===== src/rtl/alu_writeback_stage.sv =====
// Writeback buffer between the ALU and the register-file write port.
// Queues results in a small FIFO and owns the architectural Z/C flags.
module alu_writeback_stage #(
  parameter int DATA_W = 8,
  parameter int ADDR_W = 3,
  parameter int DEPTH  = 2
) (
  input  logic                       clk,
  input  logic                       rst_n,
  input  logic                       in_valid,
  output logic                       in_ready,
  input  logic [DATA_W-1:0]          in_result,
  input  logic                       in_zero,
  input  logic                       in_carry,
  input  logic [ADDR_W-1:0]          in_rd,
  input  logic                       in_upd_z,
  input  logic                       in_upd_c,
  output logic                       out_valid,
  input  logic                       out_ready,
  output logic [DATA_W-1:0]          out_data,
  output logic [ADDR_W-1:0]          out_rd,
  output logic                       flag_z,
  output logic                       flag_c,
  output logic [$clog2(DEPTH):0]     count
);

  localparam int PTR_W = $clog2(DEPTH);
  localparam int CNT_W = PTR_W + 1;
  localparam logic [CNT_W-1:0] CNT_ONE = CNT_W'(1);
  localparam logic [CNT_W-1:0] CNT_MAX = CNT_W'(DEPTH);
  localparam logic [PTR_W-1:0] PTR_ONE = PTR_W'(1);

  logic [DATA_W-1:0] r_mem_data [DEPTH];
  logic [ADDR_W-1:0] r_mem_rd   [DEPTH];
  logic [PTR_W-1:0]  r_wptr;
  logic [PTR_W-1:0]  r_rptr;
  logic [CNT_W-1:0]  r_count;
  logic              r_flag_z;
  logic              r_flag_c;
  logic [DATA_W-1:0] r_hold_data;
  logic [ADDR_W-1:0] r_hold_rd;

  logic              w_accept;
  logic              w_push;
  logic              w_pop;
  logic [DATA_W-1:0] w_head_data;
  logic [ADDR_W-1:0] w_head_rd;

  // Ready comes only from occupancy, so there is no combinational path from out_ready.
  assign in_ready    = (r_count < CNT_MAX);
  assign out_valid   = (r_count != '0);
  assign w_accept    = in_valid & in_ready;
  assign w_push      = w_accept & (in_rd != '0);
  assign w_pop       = out_valid & out_ready;
  assign w_head_data = r_mem_data[r_rptr];
  assign w_head_rd   = r_mem_rd[r_rptr];

  // When empty, present the last popped entry so out_* hold their previous value.
  assign out_data = out_valid ? w_head_data : r_hold_data;
  assign out_rd   = out_valid ? w_head_rd   : r_hold_rd;
  assign flag_z   = r_flag_z;
  assign flag_c   = r_flag_c;
  assign count    = r_count;

  always_ff @(posedge clk or negedge rst_n) begin
    if (!rst_n) begin
      r_flag_z <= 1'b0;
      r_flag_c <= 1'b0;
    end else if (w_accept) begin
      if (in_upd_z) r_flag_z <= in_zero;
      if (in_upd_c) r_flag_c <= in_carry;
    end
  end

  always_ff @(posedge clk or negedge rst_n) begin
    if (!rst_n) begin
      r_wptr  <= '0;
      r_rptr  <= '0;
      r_count <= '0;
    end else begin
      if (w_push) r_wptr <= r_wptr + PTR_ONE;
      if (w_pop)  r_rptr <= r_rptr + PTR_ONE;
      case ({w_push, w_pop})
        2'b10:   r_count <= r_count + CNT_ONE;
        2'b01:   r_count <= r_count - CNT_ONE;
        default: r_count <= r_count;
      endcase
    end
  end

  always_ff @(posedge clk or negedge rst_n) begin
    if (!rst_n) begin
      for (int i = 0; i < DEPTH; i++) begin
        r_mem_data[i] <= '0;
        r_mem_rd[i]   <= '0;
      end
    end else if (w_push) begin
      r_mem_data[r_wptr] <= in_result;
      r_mem_rd[r_wptr]   <= in_rd;
    end
  end

  always_ff @(posedge clk or negedge rst_n) begin
    if (!rst_n) begin
      r_hold_data <= '0;
      r_hold_rd   <= '0;
    end else if (w_pop) begin
      r_hold_data <= w_head_data;
      r_hold_rd   <= w_head_rd;
    end
  end

endmodule


===== config.mk =====
export PLATFORM = sky130hd
export DESIGN_NAME = alu_writeback_stage
export DESIGN_NICKNAME = d
export VERILOG_FILES = /design/src/rtl/alu_writeback_stage.sv
export SDC_FILE = /design/constraint.sdc
export NUM_CORES = 1
export LEC_CHECK = 0
export CAP_MARGIN = 20
export CELL_PAD_IN_SITES_DETAIL_PLACEMENT = 1
export CELL_PAD_IN_SITES_GLOBAL_PLACEMENT = 2
export CORE_MARGIN = 1.5
export CORE_UTILIZATION = 33
export CTS_CLUSTER_SIZE = 10
export DETAILED_ROUTE_END_ITERATION = 7
export GPL_TIMING_DRIVEN = 0
export HOLD_SLACK_MARGIN = 0.15
export PLACE_DENSITY = 0.74
export RECOVER_POWER = 100
export REMOVE_ABC_BUFFERS = 1
export SYNTH_ARGS = -nofsm -noshare
export SYNTH_HDL_FRONTEND = slang
export SYNTH_SLANG_ARGS = --single-unit

===== constraint.sdc =====
create_clock -name clk -period 2.05 [get_ports clk]
set_clock_uncertainty 0.15 [all_clocks]
set_input_delay 0.205 -clock clk [delete_from_list [all_inputs] [get_ports clk]]
set_output_delay 0.205 -clock clk [all_outputs]
set_load 0.01 [all_outputs]

* Word-level counts from Yosys, hierarchy flattened *
Index checks and enable logic that the tools add are counted.

storage, ports and cells
  output and inout bits = 17
  register bits after elaboration = 39
  word-level logic and storage cells = 47
  bits of input ports = 19

operators by class
  bitwise gates (word level) = 5
  reduce and logical (&&, ||, !) cells = 6
  eq/ne operators = 2
  add/sub/neg operators = 4
  magnitude comparators = 4
  mux-type cells = 15

operators by type and width
  cell                                                         number
  2-to-1 mux 8 bit                                             5
  bitwise mux 16 bit                                           1
  2-to-1 mux 3 bit                                             5
  demux 8 bit (select 1 bit)                                   1
  bitwise mux 6 bit                                            1
  greater-or-equal comparator 2 bit (second input constant)    2
  NOT 1 -> 2 bit                                               2
  case mux 2 bit (2 select lines)                              1
  AND reduction 2 bit                                          2
  nonzero test 2 bit                                           2
  AND 1 bit                                                    3
  demux 3 bit (select 1 bit)                                   1
  nonzero test 3 bit                                           1
  adder 1 bit (second input constant)                          2
  adder 2 x 1 -> 2 bit (second input constant)                 1
  == test 2 x 1 -> 1 bit (second input constant)               1
  == test 2 bit (second input constant)                        1
  less-than comparator 2 x 1 -> 1 bit (second input constant)  1
  less-than comparator 2 bit (second input constant)           1
  subtractor 2 x 1 -> 2 bit (second input constant)            1
  logical AND 1 bit                                            1

* Logic depth before layout (Yosys ltp) *
Gate-level depths: netlist (run 1).

  depth after elaboration = 6
  gate-level depth with buffers = 7
  gate-level depth less buffers = 6

* Least setup slack after synthesis (run 1) *
No wires, ideal clock.

  path kind = reg-to-reg
  from = register r_count[0], in the netlist count[0]
  to = register r_count[1], in the netlist count[1]
  buffers on the path = 1
  period minus slack after synthesis = 1.911 ns
  data required time = 1.820 ns
  setup slack = 0.139 ns
  library setup time = 0.080 ns
  arrival = 1.681 ns
  cell stages (with the launch flop) = 7
  cells stage by stage = dfrtp_1 -> o21ai_0 -> clkbuf_1 -> inv_1 -> ha_1 -> nor2_1 -> xnor2_1

between the ends
  elaborated cells on any way between the ends = 11
  those cells by class = add/sub: 2; order compare: 1; eq/ne: 2; mux: 1; bitwise: 3; reduce/logical: 2

RTL lines
  element                                                                line  text
  from (decl)                                                            37    logic [CNT_W-1:0] r_count;
  from (signal assigned)                                                 84    2'b10: r_count <= r_count + CNT_ONE;
  from (signal assigned)                                                 85    2'b01: r_count <= r_count - CNT_ONE;
  from (signal assigned)                                                 86    default: r_count <= r_count;
  nonzero test 2 bit *                                                   51    assign out_valid = (r_count != '0);
  AND 1 bit *                                                            54    assign w_pop = out_valid & out_ready;
  via w_pop                                                              45    logic w_pop;
  == test 2 x 1 -> 1 bit or == test 2 bit (tied branches)                83    case ({w_push, w_pop})
  case mux 2 bit (2 select lines) or nonzero test 2 bit (tied branches)  -

The timed path passes the listed nets; every way through them passes the cells marked *.
A chain may end at the register's enable or synchronous reset.

* Final worst setup path (run 1) *
  from = register r_count[1], in the netlist count[1]
  to = output port count[1]

RTL lines
  element    line  text
  to (decl)  24    output logic [$clog2(DEPTH):0] count

No word-level cell between the ends.

==> flow_metrics.env, run 1 <==
export IMPL_routed_wl_um=4637
export IMPL_finish_utilization_pct=45.66
export IMPL_layout_common_cells="38 x dfrtp_1, 20 x mux2_1, 20 x clkdlybuf4s50_1"
export IMPL_yosysTopAreaCell="dfrtp_1"
export IMPL_synthesis_area_um2=1757
export IMPL_yosys_area_top_type_share_pct=55.56
export IMPL_globalRouteOverflowTotal=0
export IMPL_gp_congestion=0.6331
export IMPL_core_area_um2=5107
export IMPL_initial_core_util_pct=34.39
export IMPL_detailed_place_hpwl_um=2588
export IMPL_ys_types=21
export IMPL_synth_mux_area_share_pct=23.79
export IMPL_async_reset_ff_share_pct=100.0
export IMPL_fin_crit_sh_pct=95.41
export IMPL_finalMaxSlewViolations=0
export IMPL_synth_adder_area_share_pct=0.7123
export IMPL_synth_seq_cells=39
export IMPL_dp_slack_ns=-0.2549
export IMPL_grtUsageMet2_pct=29.10
export IMPL_maxCapViolCount=0
export IMPL_n_antenna_cell=0
export IMPL_dr_pass1_iters=4
export IMPL_fin_area_um2=2332
export IMPL_finalCriticalPeriod_ns=1.956
export IMPL_clockBufferDepth=2
export IMPL_rows=26
export IMPL_worstRegToRegCells=3
export IMPL_die_h_um=75.96
export IMPL_clock_sinks=39
export IMPL_max_slew_margin_pct=34.04
export IMPL_cts_tree="built"
export IMPL_p_leak_nw=1.031
export IMPL_avgSynthCellArea_um2=12.20
export IMPL_use_met3_pct=4.096
export IMPL_status="finished clean"
export IMPL_grt_usage_pct=17.92
export IMPL_min_path_type="flip-flop to flip-flop"
export IMPL_port_buffers=35
export IMPL_grt_pass1_wl_um=7879
export IMPL_worstHoldStart="r_hold_data[6]"
export IMPL_irDropWorstVdd_v=0.0005763
export IMPL_drtIter0Drc=38
export IMPL_use_met1_pct=24.13
export IMPL_grt_pass1_vias=1463
export IMPL_root_buffer="clkbuf_8"
export IMPL_drc=0
export IMPL_rsz0062_at_grt="no"
export IMPL_fmax_ghz=0.5113
export IMPL_cts_htree_levels=2
export IMPL_grt_busiest_layer="met2"
export IMPL_required_ns=1.69
export IMPL_hold_violations=0
export IMPL_drive_gt1_share_pct=14.51
export IMPL_crit_type="flip-flop to output port"
export IMPL_end_kind="output port"
export IMPL_io_pins=36
export IMPL_antenna_found_initial=0
export IMPL_p_total_mw=3.884
export IMPL_vias=1289
export IMPL_syn_to_final_growth_pct=32.76
export IMPL_synth_xor_area_share_pct=2.493
export IMPL_holdPathStages=2
export IMPL_arrival_ns=1.60
export IMPL_wl_per_cell_um=17.63
export IMPL_place_area_um2=2150
export IMPL_power_density_nw_per_um2=1665
export IMPL_setup_slack_ns=0.09404
export IMPL_crit_fanout=6
export IMPL_synth_flop_cell="dfrtp_1"
export IMPL_numCtsBuffers=5
export IMPL_synth_compound_area_share_pct=6.553
export IMPL_fp_dieW_um=75.96
export IMPL_setup_viol=0
export IMPL_antenna_left=0
export IMPL_clk_pin_slew_ns=0.07
export IMPL_synth_cells=144
export IMPL_setup_tns_ns=0
export IMPL_dp_cells=241
export IMPL_stdcell_count=263
export IMPL_startpoint_type="flip-flop"
export IMPL_r2r_start="count[1]"
export IMPL_avgViaCountPerCell=4.901
export IMPL_ys_warn_count=0
export IMPL_whs_ns=0.3367
export IMPL_synthSimpleGateAreaFrac_pct=7.977
export IMPL_die_area_um2=5770
export IMPL_synth_seq_area_share_pct=55.56
export IMPL_synth_top_family_by_area="multiplexers"
export IMPL_worst_pin_slew_ns=0.9893
export IMPL_grt_max_degree=40
export IMPL_cp_startpoint="count[1]"
export IMPL_synth_edff_count=0
export IMPL_final_common_cell="dfrtp_1"
export IMPL_fin_nets=212
export IMPL_insertion_delay_ns=0.29
export IMPL_ys_top_cells_by_area="dfrtp_1 56%, mux2_4 8.5%, mux2_1 7.1%, mux2i_1 6.3%, o21ai_0 3.4%"
[per-layer routing]
metal  wire (µm)  up-vias
li1            -      592
met1        2095      648
met2        2218       42
met3         274        7
met4          49        0
met5           0        -
[flip-flops by register name, summed over array words and instances (netlist names)]
register,flops
count,2
flag_c,1
flag_z,1
r_hold_data,8
r_hold_rd,3
r_mem_data,16
r_mem_rd,6
r_rptr,1
r_wptr,1
[synthesized netlist by cell type (2+ instances only)]
cell and n:
mux2_1 11, xnor2_1 5, nor2_1 12, nand2_1 14
a21oi_1 11, inv_1 2, mux2_4 10, clkbuf_1 4
dfrtp_1 39, mux2i_1 11, mux2_2 3, buf_2 2
o21ai_0 12
[worst paths after layout]
path                       slack [ns]             end
min                              0.34  r_hold_data[6]
max in group asynchronous        0.56          r_rptr
min reg2reg                      0.34  r_hold_data[6]
min in group asynchronous        0.46  r_hold_data[5]
max                              0.09        count[1]
max reg2reg                      0.25     r_mem_rd[2]
[critical path: stages, from the launching register on]
cell	delay (ns)
dfrtp_1	0.49
buf_4	0.21
dlygate4sd3_1	0.61
[area by class of cell]
cell class / count / area [µm²]
clock buffer: 8 / 100.1
fill: 577 / 2775
tap: 70 / 87.58
sequential: 39 / 979.7
inverter: 2 / 7.507
timing repair buffer: 45 / 412.9
multi-input combinational: 99 / 744.5
[cells by family after synthesis]
family,Yosys count
AOI/OAI and AO/OA,23
xor gates and xnor gates,5
adders and majority gates,1
buffers and inverters,10
DFF,39
muxes,35
and+or+nand+nor,31
[report_power, final]
part           total [mW]  internal (mW)  switching, mW
logic                1.90          0.963          0.936
registers            1.42           1.17          0.253
clock network       0.564          0.307          0.257
[what timing repair did]
action / in CTS / in global routing
gates resized for setup: 20 / 1
setup buffers: 7 / 2
pin swaps: 4 / 1
endpoints found under the setup margin: 21 / 2
endpoints found under the hold margin: 39 / 0
hold buffers: 1 / 0
cloned: 4 / 0
No activity file was read; power rests on OpenSTA's default activity.
==> inputs of run 2 (changes only) <==
--- a/config.mk
+++ b/config.mk
@@ -5,7 +5,7 @@
 export SDC_FILE = /design/constraint.sdc
 export NUM_CORES = 1
 export LEC_CHECK = 0
-export CAP_MARGIN = 20
+export CAP_MARGIN = 25
 export CELL_PAD_IN_SITES_DETAIL_PLACEMENT = 1
 export CELL_PAD_IN_SITES_GLOBAL_PLACEMENT = 2
 export CORE_MARGIN = 1.5
@@ -13,7 +13,6 @@
 export CTS_CLUSTER_SIZE = 10
 export DETAILED_ROUTE_END_ITERATION = 7
 export GPL_TIMING_DRIVEN = 0
-export HOLD_SLACK_MARGIN = 0.15
 export PLACE_DENSITY = 0.74
 export RECOVER_POWER = 100
 export REMOVE_ABC_BUFFERS = 1
==> results of run 2 <==
Same layout as run 1: the final DEF is identical, and so are final timing and power.
